--- config.mk ---
export PLATFORM = sky130hd
export DESIGN_NAME = shift_add_multiplier_flat
export DESIGN_NICKNAME = d
export VERILOG_FILES = /design/src/rtl/shift_add_multiplier_if.sv /design/src/rtl/shift_add_multiplier.sv /design/src/flat_wrapper.sv
export SDC_FILE = /design/constraint.sdc
export NUM_CORES = 1
export LEC_CHECK = 0
export BUFFER_PORTS_ARGS = -buffer_cell sky130_fd_sc_hd__buf_2
export CAP_MARGIN = 10
export CORE_MARGIN = 2
export CORE_UTILIZATION = 45
export CTS_CLUSTER_SIZE = 10
export DETAILED_ROUTE_END_ITERATION = 10
export PLACE_DENSITY = 0.72
export SLEW_MARGIN = 25
export SYNTH_ARGS = -nofsm -noshare
export SYNTH_HDL_FRONTEND = slang
export SYNTH_SLANG_ARGS = --single-unit
export TNS_END_PERCENT = 20
--- constraint.sdc ---
create_clock -name clk -period 8 [get_ports clk]
set_input_delay 1.6 -clock clk [delete_from_list [all_inputs] [get_ports clk]]
set_output_delay 1.6 -clock clk [all_outputs]
set_load 0.03 [all_outputs]
--- src/rtl/shift_add_multiplier_if.sv ---
// ============================================================================
// Module : shift_add_multiplier_if
// Brief  : Operand/product valid-ready bundle for shift_add_multiplier.
// Rev    : 1.0  initial release
// ============================================================================
`default_nettype none

interface shift_add_multiplier_if #(
  parameter int WIDTH = 32
);
  logic               in_valid;
  logic               in_ready;
  logic [WIDTH-1:0]   a;
  logic [WIDTH-1:0]   b;
  logic               out_valid;
  logic               out_ready;
  logic [2*WIDTH-1:0] product;
  logic               overflow;

  modport master (
    output in_valid, a, b, out_ready,
    input  in_ready, out_valid, product, overflow
  );

  modport slave (
    input  in_valid, a, b, out_ready,
    output in_ready, out_valid, product, overflow
  );
endinterface

`default_nettype wire

--- src/rtl/shift_add_multiplier.sv ---
// ============================================================================
// Module : shift_add_multiplier
// Brief  : Iterative unsigned WIDTHxWIDTH multiplier driving an external adder.
// Rev    : 1.0  initial release
// ============================================================================
`default_nettype none

module shift_add_multiplier #(
  parameter int WIDTH         = 32,
  parameter int SETTLE_CYCLES = 1
) (
  input  wire logic             clk,
  input  wire logic             reset,
  shift_add_multiplier_if.slave mul,
  output logic [WIDTH-1:0]      add_a,
  output logic [WIDTH-1:0]      add_b,
  output logic                  add_cin,
  input  wire logic [WIDTH-1:0] add_sum,
  input  wire logic             add_carryout
);

  localparam int IW = (WIDTH > 1) ? $clog2(WIDTH) : 1;
  localparam int SW = (SETTLE_CYCLES > 1) ? $clog2(SETTLE_CYCLES) : 1;

  typedef enum logic [1:0] {
    S_IDLE = 2'd0,
    S_ITER = 2'd1,
    S_DONE = 2'd2
  } state_t;

  state_t               r_state;
  state_t               w_next;
  logic [WIDTH-1:0]     r_m;
  logic [WIDTH-1:0]     r_p_hi;
  logic [WIDTH-1:0]     r_p_lo;
  logic [IW-1:0]        r_iter;
  logic [SW-1:0]        r_settle;
  logic [2*WIDTH-1:0]   r_product;
  logic                 r_overflow;

  logic                 w_accept;
  logic                 w_step_end;
  logic                 w_last;
  logic [2*WIDTH-1:0]   w_p_next;

  assign w_accept   = (r_state == S_IDLE) && mul.in_valid;
  assign w_step_end = (r_state == S_ITER) && (r_settle == SW'(SETTLE_CYCLES - 1));
  assign w_last     = w_step_end && (r_iter == IW'(WIDTH - 1));
  // Carry lands in the top bit: P_hi + M never exceeds WIDTH+1 bits.
  assign w_p_next   = {add_carryout, add_sum, r_p_lo[WIDTH-1:1]};

  assign add_cin      = 1'b0;
  assign mul.product  = r_product;
  assign mul.overflow = r_overflow;

  always_ff @(posedge clk or posedge reset) begin
    if (reset) begin
      r_state <= S_IDLE;
    end else begin
      r_state <= w_next;
    end
  end

  always_comb begin
    w_next        = r_state;
    mul.in_ready  = 1'b0;
    mul.out_valid = 1'b0;
    add_a         = '0;
    add_b         = '0;
    case (r_state)
      S_IDLE: begin
        mul.in_ready = 1'b1;
        if (mul.in_valid) w_next = S_ITER;
      end
      S_ITER: begin
        add_a = r_p_hi;
        add_b = r_p_lo[0] ? r_m : '0;
        if (w_last) w_next = S_DONE;
      end
      S_DONE: begin
        mul.out_valid = 1'b1;
        if (mul.out_ready) w_next = S_IDLE;
      end
      default: w_next = S_IDLE;
    endcase
  end

  // Visible product/overflow only change when a job completes.
  always_ff @(posedge clk or posedge reset) begin
    if (reset) begin
      r_m        <= '0;
      r_p_hi     <= '0;
      r_p_lo     <= '0;
      r_iter     <= '0;
      r_settle   <= '0;
      r_product  <= '0;
      r_overflow <= 1'b0;
    end else if (w_accept) begin
      r_m      <= mul.a;
      r_p_hi   <= '0;
      r_p_lo   <= mul.b;
      r_iter   <= '0;
      r_settle <= '0;
    end else if (r_state == S_ITER) begin
      if (w_step_end) begin
        {r_p_hi, r_p_lo} <= w_p_next;
        r_settle         <= '0;
        r_iter           <= r_iter + IW'(1);
        if (w_last) begin
          r_product  <= w_p_next;
          r_overflow <= |w_p_next[2*WIDTH-1:WIDTH];
        end
      end else begin
        r_settle <= r_settle + SW'(1);
      end
    end
  end

endmodule

`default_nettype wire
--- src/flat_wrapper.sv ---
// flat-port wrapper written by rule: the top's interface ports become plain ports
module shift_add_multiplier_flat 
#(
  parameter int WIDTH         = 32,
  parameter int SETTLE_CYCLES = 1
)
  (clk, reset, add_a, add_b, add_cin, add_sum, add_carryout, mul_in_valid, mul_a, mul_b, mul_out_ready, mul_in_ready, mul_out_valid, mul_product, mul_overflow);
  shift_add_multiplier_if #(.WIDTH(WIDTH)) mul_i ();
  input  wire logic clk;
  input  wire logic reset;
  output logic [WIDTH-1:0] add_a;
  output logic [WIDTH-1:0] add_b;
  output logic add_cin;
  input  wire logic [WIDTH-1:0] add_sum;
  input  wire logic add_carryout;
  input wire logic [$bits(mul_i.in_valid)-1:0] mul_in_valid;
  input wire logic [$bits(mul_i.a)-1:0] mul_a;
  input wire logic [$bits(mul_i.b)-1:0] mul_b;
  input wire logic [$bits(mul_i.out_ready)-1:0] mul_out_ready;
  output wire logic [$bits(mul_i.in_ready)-1:0] mul_in_ready;
  output wire logic [$bits(mul_i.out_valid)-1:0] mul_out_valid;
  output wire logic [$bits(mul_i.product)-1:0] mul_product;
  output wire logic [$bits(mul_i.overflow)-1:0] mul_overflow;
  assign mul_i.in_valid = mul_in_valid;
  assign mul_i.a = mul_a;
  assign mul_i.b = mul_b;
  assign mul_i.out_ready = mul_out_ready;
  assign mul_in_ready = mul_i.in_ready;
  assign mul_out_valid = mul_i.out_valid;
  assign mul_product = mul_i.product;
  assign mul_overflow = mul_i.overflow;
  shift_add_multiplier #(.WIDTH(WIDTH), .SETTLE_CYCLES(SETTLE_CYCLES)) u_core (.clk(clk), .reset(reset), .mul(mul_i), .add_a(add_a), .add_b(add_b), .add_cin(add_cin), .add_sum(add_sum), .add_carryout(add_carryout));
endmodule
# [Word-level counts from Yosys, hierarchy flattened]
# Cells that the tools add are included.
[word_totals] reg_bits=169 in_bits=101
[classes] n_addsub=2 eq_ne=6 n_mux=21 bitwise_logic=2 reduce_logical=10
[ops] op="two-way mux 32 bit" n=9
[ops] op="OR reduction 32 bit" n=1
[ops] op="two-way mux 5 bit" n=3
[ops] op="two-way mux 2 bit" n=3
[ops] op="case mux 2 bit (3 select lines)" n=1
[ops] op="adder 5 x 1 -> 5 bit, second input constant" n=1
[ops] op="== test 5 bit, second input constant" n=1
[ops] op="two-way mux 1 bit" n=5
[ops] op="!= test 2 bit, second input constant" n=2
[ops] op="AND reduction 4 bit" n=1
[ops] op="nonzero test 2 bit" n=2
[ops] op="logical AND 1 bit" n=3
[ops] op="AND reduction 3 bit" n=1
[ops] op="== test 2 x 1 -> 1 bit, second input constant" n=1
[ops] op="== test 2 bit, second input constant" n=1
[ops] op="logical NOT 2 bit" n=1
[ops] op="!= test 2 x 1 -> 1 bit, second input constant" n=1
[ops] op="NOT 1 bit" n=2
[ops] op="AND reduction 2 bit" n=1
[ops] op="adder 1 bit, second input constant" n=1

# [Depth between registers and ports, before layout]
# Gate-level depths: netlist of run 1.
[logic_depth] depth_word=5 mapped_depth=7

# [Worst setup path after synthesis of run 1]
# No wires, ideal clock.
[synth_path] kind="register to output" start="register u_core.r_state[1]" end="output add_b[24]" arrival_time_ns=1.395 required_ns=6.400 slack_ns=5.005 path_stages_with_launch=5 n_path_buf=2 cell_sequence="dfrtp_1 nor2b_1 clkbuf_1 clkbuf_1 and3_1"
[synth_between] elab_chain_cells=2
[synth_rtl] item="start, declared" line_no="shift_add_multiplier.sv:31" source="state_t r_state;"
[synth_rtl] item="start signal, assigned" line_no="shift_add_multiplier.sv:60" source="r_state <= w_next;"
[synth_rtl] item="== test 2 x 1 -> 1 bit" line_no="shift_add_multiplier.sv:70" source="case (r_state)"
[synth_rtl] item="two-way mux 32 bit" line_no="shift_add_multiplier.sv:70"
[synth_rtl] item="end, declared" line_no="flat_wrapper.sv:12" source="output logic [WIDTH-1:0] add_b;"
# No other way between the ends.

# [Worst setup path after layout of run 1]
[layout_path] start="register u_core.r_state[1]" end="output add_b[11]"
# The elaborated chain is that of the path after synthesis.

==> impl_metrics.tcl, run 1 <==
set metrics [dict create \
    core-area_mm2 0.0158 \
    max_freq_ghz 0.281 \
    synth_cells 536 \
    io_buffers 231 \
    r2r_setup_slack_ns 5.55 \
    cts_buffers 17 \
    wire_per_inst_um 16.9 \
    hold_slack_ns 0.490 \
    fin_tns_setup_ns 0 \
    cts_hold_buffers 0 \
    worst_hold_path_type "register to register" \
    clock_sink_count 169 \
    p_total_w 0.00375 \
    grt_usage_pct 19.6 \
    area_growth_pct 26.5 \
    synth_enable_flop_cells 0 \
    synth_fp_nets 639 \
    peakVddDrop_uv 234 \
    rows 46 \
    worst_hold_path.num_cells 1 \
    grt_pass1_vias 5012 \
    io_pins 233 \
    cts_max_level 4 \
    drive_above_1_share_pct 47.7 \
    nFillCells 1352 \
    use_met3_pct 5.82 \
    power.leakage_nw 4.79 \
    synth_area_mm2 0.00719 \
    worstSkewPairLatency_ns 0.42 \
    gr-total-overflow 0 \
    placed_cells 948 \
    die_area_mm2 0.0170 \
    reg2reg_depth 5 \
    wirelength_mm 16.6 \
    timing.rr.start "u_core.r_state[1]" \
    antenna_found_initial 0 \
    slew-limit-headroom_pct 34.9 \
    cp-end-kind "primary output" \
    required_ns 6.40 \
    yosysSeqAreaShare_pct 58.8 \
    setup_violations 0 \
    yosysWarnings 0 \
    async_reset_ff_share_pct 100 \
    worstHoldStart "u_core.mul.product[2]" \
    routed_via_density 5.08 \
    drc 0 \
    rsz0062_at_grt "no" \
    hpwl_mm 11.3 \
    ys_ff_latch 169 \
    layout.nets 856 \
    vias 4982 \
    instances_no_fill 981 \
    syn_area_per_cell_um2 13.4 \
    hold_viol 0 \
    use_met2_pct 30.5 \
    dr.pass1.iters 5 \
    worst_clock_skew_ns 0.0111 \
    cts_tree "done" \
    drt_iter0_drc 254 \
    maxCapViolations 0 \
    grt_max_degree 95 \
    drtAntennaViolNets 0 \
    num_antenna_cells 0 \
    grtUsageMet1_pct 26.3 \
    grt.busiest_layer "met2" \
    synth_cell_types 34 \
    fp.dieH_um 130 \
    place_congestion 0.797 \
    worst_pin_slew_ns 0.976 \
    synth_area_leaders "dfrtp_1, mux2_2, mux2_4" \
    startpoint_type "register" \
    arrival_ns 1.95 \
    slew_violations 0 \
    ys_dominant_reg_cell "dfrtp_1" \
    final.period_utilization_pct 44.4 \
    power_density_mw_per_mm2 413 \
    die_w_um 130 \
    critical_path_class "register to primary output" \
    clock_path_buffers 2 \
    cts.repair.resized 0 \
    min_to "u_core.mul.product[2]" \
    finalWorstPathRequiredPeriod_ns 3.55 \
    worst-path-max-fanout 49 \
    r2r_end "u_core.r_iter[0]" \
    grt_pass1_wl_mm 25.7 \
    cts_setup_buffers 0 \
    yosysTopAreaCell "dfrtp_1" \
    post-route-util_pct 57.7 \
    clkTransAtPathRegs_ns 0.06 \
    cts-root-buf "clkbuf_16" \
    initial_core_util_pct 45.6 \
    synth_top_area_share_pct 58.8 \
    run_status "finished clean" \
]
-- worst max-delay path, cell delays in order (launching register included) --
cell	delay, ns
dfrtp_1	0.49
nor2b_4	0.40
buf_12	0.25
and3_1	0.19
buf_2	0.20
-- metrics by stage --
step           setup slack [ns]  instance area (µm²)
5_1_grt                    4.35                 9090
6_report                   4.45                 9090
3_5_place_dp               4.50                 8470
2_1_floorplan              1.82                 7190
4_1_cts                    4.05                 9040
3_3_place_gp               4.62                 8470
-- sequential cells by signal (all words and copies together) (netlist names) --
signal and count:
u_core.r_p_hi 32, u_core.r_m 32, u_core.r_p_lo 32, u_core.r_state 2, u_core.r_settle 1, u_core.mul.product 64, u_core.mul.overflow 1, u_core.r_iter 5
-- synthesized netlist by cell type (all sizes together), types with 3 or more instances --
cell,n
a22o,34
and2,32
and3,33
buf,24
clkbuf,16
dfrtp,169
mux2,97
mux2i,32
nand2,33
nor2,3
nor3b,3
nor4,8
o21ai,34
-- report_power, final --
| group | total (W) | switching (W) | internal [W] |
|---|---|---|---|
| Sequential | 0.00144 | 0.000232 | 0.00121 |
| Combinational | 0.00153 | 0.000939 | 0.000590 |
| Clock | 0.000781 | 0.000331 | 0.000450 |
| Total | 0.00375 | 0.00150 | 0.00225 |
-- how the worst max path moves through the flow --
stage,start,to,slack (ns),depth (start not counted)
global route,u_core.r_state[1],add_b[9],4.35,4
floorplan,reset,u_core.mul.overflow,1.82,1
CTS,u_core.r_state[1],add_b[0],4.05,3
global placement,u_core.r_state[1],add_b[0],4.62,3
finish,u_core.r_state[1],add_b[11],4.45,4
detailed placement,u_core.r_state[1],add_b[0],4.50,3
-- kinds of logic after synthesis --
family	share of synthesized area, %
xor+xnor	0.122
mux	21.2
buf+inv	3.08
flops	58.8
fa+ha+maj	0.348
simple gates	9.49
compound gates	6.87
other cells	0.0522
-- per-layer routing --
metal / part of all wire, % / routed length, µm
met2: 48 / 7970
met5: 0 / 0
met4: 1.5 / 253
met3: 6.6 / 1100
met1: 44 / 7290
-- layout by cell type (no fill, tap or decap), drive strengths merged, types with 3 or more instances in the layout --
cell and instances:
and3 33, o21ai 34, and2 32, nor2 3
clkinv 7, dfrtp 169, a22o 34, nor4 8
clkinvlp 3, nand2 33, nor3b 3, buf 238
clkbuf 20, mux2 97, mux2i 32
-- layout make-up --
class                           instances  area, µm²  share of cell area [%]
Multi-Input combinational cell        325       2770                    30.5
Sequential cell                       169       4230                    46.5
Timing Repair Buffer                  238       1240                    13.7
Clock buffer                           20        467                    5.13
Clock inverter                         11       98.8                    1.09
Inverter                                2       12.5                   0.138
Tap cell                              216        270                    2.97
No activity file was read; power rests on OpenSTA's default activity.
==> run 2, diff against run 1 <==
clock period = 3.7 ns   (was 8 ns; I/O delays follow)
==> impl_metrics.tcl, run 2 (synthesis gave the netlist of run 1 again) <==
set metrics [dict create \
    cp-end-kind "primary output" \
    io_pins 233 \
    critical_path_class "register to primary output" \
    core-area_mm2 0.0158 \
    finalWorstPathRequiredPeriod_ns 3.14 \
    rows 46 \
    drc 0 \
    power_density_mw_per_mm2 895 \
    vias 5102 \
    cts.repair.resized 0 \
    grt_max_degree 71 \
    r2r_setup_slack_ns 1.23 \
    cts_buffers 17 \
    drive_above_1_share_pct 47.9 \
    clock_sink_count 169 \
    die_area_mm2 0.0170 \
    dr.pass1.iters 6 \
    placed_cell_area_mm2 0.00854 \
    initial_core_util_pct 45.6 \
    antenna_found_initial 0 \
    slew_violations 0 \
    largest_register_ff_count 64 \
    cts_hold_buffers 0 \
    maxCapViolations 0 \
    drt_iter0_drc 190 \
    slew-limit-headroom_pct 32.9 \
    grt_usage_pct 20.0 \
    wirelength_mm 17.1 \
    io_buffers 231 \
    clock_path_buffers 2 \
    fin_tns_setup_ns 0 \
    num_antenna_cells 0 \
    gr-total-overflow 0 \
    power.leakage_nw 4.82 \
    layout.cells.most_common_list "buf_2, dfrtp_1, mux2_2" \
    final.period_utilization_pct 84.7 \
    worstSkewPairLatency_ns 0.42 \
    die_w_um 130 \
    grt_pass1_vias 5196 \
    hpwl_mm 11.8 \
    place_congestion 0.810 \
    hold_viol 0 \
    run_status "finished clean" \
    wire_per_inst_um 17.3 \
    area_growth_pct 27.1 \
    drtAntennaViolNets 0 \
    cts-root-buf "clkbuf_16" \
    routed_via_density 5.16 \
    clkTransAtPathRegs_ns 0.06 \
    setup_violations 0 \
    startpoint_type "register" \
    peakVddDrop_uv 518 \
    fp.dieH_um 130 \
    final_common_cell "buf_2" \
    worst-path-max-fanout 52 \
    arrival_ns 2.40 \
    layout.nets 862 \
    rsz0062_at_grt "no" \
    cts_setup_buffers 0 \
    required_ns 2.96 \
    final_area_mm2 0.00914 \
    cts_tree "done" \
    grt_pass1_wl_mm 26.4 \
    cts_max_level 4 \
    worst_clock_skew_ns 0.00755 \
    worst_pin_slew_ns 1.01 \
    worst_hold_path_type "input pin to asynchronous set/reset pin" \
    max_freq_ghz 0.319 \
]
[run 2: changes by cell type in the layout (fill, tap and decap cells not counted)]
cell / delta
bufinv_16: +1
clkinvlp_4: +1
nand2_4: +1
clkbuf_1: +2
clkinv_2: -2
buf_4: +7
buf_16: -1
nand2_8: -1
inv_6: -1
[run 2: where the power goes]
group / leakage, nW / switching, W / total, W / internal [W]
Clock: 0.282 / 0.000717 / 0.00177 / 0.00105
Combinational: 2.47 / 0.00203 / 0.00330 / 0.00127
Sequential: 2.06 / 0.000494 / 0.00311 / 0.00262
Total: 4.82 / 0.00324 / 0.00818 / 0.00493
[run 2: final cells by class]
class | count | area (µm²)
clock inverter | 10 | 119
sequential | 169 | 4230
inverter | 2 | 11.3
timing repair buffer | 244 | 1270
clock buffer | 22 | 474
multi-input combinational | 325 | 2770
fill | 1314 | 6640
tap | 216 | 270
[run 2: layer usage]
layer | share of wire [%] | global-route usage (%)
met3 | 6.1 | 5.42
met1 | 45 | 26.3
met5 | 0 | 0
met4 | 1.5 | 6.76
met2 | 48 | 32.6
[run 2: metrics by stage]
step           hold WS (ns)  power [W]  utilization, %  instances  setup slack [ns]
2_1_floorplan         0.458    0.00545               -        536             0.805
3_3_place_gp          0.471    0.00635            54.2        956              1.09
3_5_place_dp          0.474    0.00645            54.2        956              1.00
4_1_cts               0.480    0.00825            57.9        988             0.519
5_1_grt               0.499    0.00863            57.9        988             0.413
6_report              0.471    0.00818            57.9        988             0.565
[run 2: path summary, 6_finish.rpt]
path                                             from  cells past startpoint                     end
worst max-delay path                u_core.r_state[1]                      4                add_b[2]
worst min-delay path                            reset                      2       u_core.r_p_lo[25]
worst max register to register       u_core.r_iter[0]                      6  u_core.mul.product[62]
worst min register to register  u_core.mul.product[4]                      1   u_core.mul.product[4]
max in group asynchronous                       reset                      3       u_core.r_p_lo[11]
min in group clk                u_core.mul.product[4]                      1   u_core.mul.product[4]
[run 2: worst max-delay path, stage by stage, from the launching register on]
cell     delay (ns)
dfrtp_1        0.49
nor2b_4        0.79
buf_4          0.31
and3_1         0.18
buf_2          0.21
==> run 3, diff against run 2 <==
clock period = 3 ns   (was 3.7 ns; I/O delays follow)
==> impl_metrics.tcl, run 3 (synthesis gave the netlist of run 1 again) <==
set metrics [dict create \
    layout.nets 859 \
    finalWorstPathRequiredPeriod_ns 2.61 \
    clkTransAtPathRegs_ns 0.06 \
    wire_per_inst_um 17.5 \
    startpoint_type "register" \
    nFillCells 1341 \
    core-area_mm2 0.0158 \
    worstSkewPairLatency_ns 0.42 \
    vias 5073 \
    fin_tns_setup_ns 0 \
    critPathLaunch "u_core.r_state[1]" \
    grt_pass1_vias 5198 \
    internal_power_w 0.00618 \
    die_area_mm2 0.0170 \
    power.leakage_nw 4.83 \
    peakVddDrop_uv 622 \
    clock_path_buffers 2 \
    maxCapViolations 0 \
    p_seq_share_pct 37.8 \
    drive_above_1_share_pct 47.7 \
    drt_iter0_drc 335 \
    worst_pin_slew_ns 0.830 \
    cts_max_level 4 \
    cts_tree "done" \
    place_congestion 0.788 \
    antenna_found_initial 0 \
    rsz0062_at_grt "no" \
    worst_clock_skew_ns 0.00881 \
    final_common_cell "buf_2" \
    worst_hold_path_type "input pin to asynchronous set/reset pin" \
    r2r_setup_slack_ns 0.73 \
    arrival_ns 2.01 \
    cts_hold_buffers 0 \
    io_buffers 231 \
    p_comb_share_pct 40.1 \
    rows 46 \
    sw_frac_of_total_pct 39.5 \
    p_sw_w 0.00403 \
    clock_sink_count 169 \
    drtAntennaViolNets 0 \
    power_frac_clock_pct 22.2 \
    fp.dieH_um 130 \
    gr-total-overflow 0 \
    io_pins 233 \
    final_area_mm2 0.00917 \
    largest_register_ff_count 64 \
    pre_cts_slack_ns 0.728 \
    routed_via_density 5.15 \
    slew-limit-headroom_pct 44.7 \
    grt_usage_pct 20.5 \
    cts.repair.resized 0 \
    run_status "finished clean" \
    setup_violations 0 \
    drc 0 \
    required_ns 2.40 \
    timing.rr.start "u_core.r_iter[0]" \
    cp-end-kind "primary output" \
    hpwl_mm 11.7 \
    grt_max_degree 71 \
    worst-path-max-fanout 66 \
    hold_viol 0 \
    cts_setup_buffers 0 \
    grt_pass1_wl_mm 27.1 \
    dr.pass1.iters 4 \
    placed_cell_area_mm2 0.00856 \
    critical_path_class "register to primary output" \
    cts_buffers 17 \
    initial_core_util_pct 45.6 \
    cts-root-buf "clkbuf_16" \
    max_freq_ghz 0.383 \
    die_w_um 130 \
    slew_violations 0 \
    power_density_mw_per_mm2 1110 \
    area_growth_pct 27.6 \
    wirelength_mm 17.2 \
    final.period_utilization_pct 87.1 \
    num_antenna_cells 0 \
    layout.cells.most_common_list "buf_2, dfrtp_1, mux2_2" \
    timing.final.ws_setup_ns 0.386 \
]
==> run 3: cell types whose count changed in the layout (fill, tap and decap cells not counted) <==
cell and change:
buf_4 -6, inv_6 +1, clkinv_4 -1, buf_12 +3, bufinv_16 +1, clkinvlp_4 -1
==> run 3: worst paths after layout <==
path	endpoint	cells after the start
worst max-delay path	add_b[1]	4
worst min-delay path	u_core.mul.product[26]	2
worst max register to register	u_core.mul.product[7]	6
worst min register to register	u_core.mul.product[0]	1
max in group asynchronous	u_core.r_iter[4]	3
min in group clk	u_core.r_state[1]	2
==> run 3: per-layer routing <==
| metal | GRT usage, % | wire length, µm | vias up | share of wire (%) |
|---|---|---|---|---|
| met5 | 0 | 0 | - | 0 |
| met4 | 6.76 | 210 | 0 | 1.2 |
| met3 | 5.21 | 1080 | 15 | 6.3 |
| met2 | 32.1 | 8200 | 163 | 48 |
| met1 | 28.2 | 7710 | 2554 | 45 |
| li1 | - | - | 2341 | - |
==> run 3: worst max-delay path, cell delays in order (launching register included) <==
cell and delay, ns:
dfrtp_1 0.50, nor2b_4 0.14, buf_4 0.46, and3_1 0.26
buf_2 0.21
==> run 3: power groups by stage <==
stage | Combinational [W] | Clock, W | Sequential [W]
2_1_floorplan | 0.00248 | 0 | 0.00424
3_3_place_gp | 0.00404 | 0 | 0.00380
3_5_place_dp | 0.00412 | 0 | 0.00385
4_1_cts | 0.00413 | 0.00231 | 0.00384
5_1_grt | 0.00439 | 0.00241 | 0.00396
6_report | 0.00409 | 0.00226 | 0.00385
==> run 3: area by class of cell <==
type	count	area [µm²]	share of cell area [%]
inverters	2	11.3	0.123
repair buffers	241	1280	14.0
multi-input cells	325	2770	30.1
clock inverters	10	141	1.54
flip-flops and latches	169	4230	46.1
clock buffers	22	474	5.17
well taps	216	270	2.95
==> run 3: stage by stage <==
stage / util (%) / hold slack, ns / std cells / power, W
3_3_place_gp: 54.3 / 0.473 / 953 / 0.00784
4_1_cts: 58.2 / 0.273 / 985 / 0.0103
2_1_floorplan: - / 0.458 / 536 / 0.00672
3_5_place_dp: 54.3 / 0.475 / 953 / 0.00797
6_report: 58.2 / 0.271 / 985 / 0.0102
5_1_grt: 58.2 / 0.295 / 985 / 0.0108
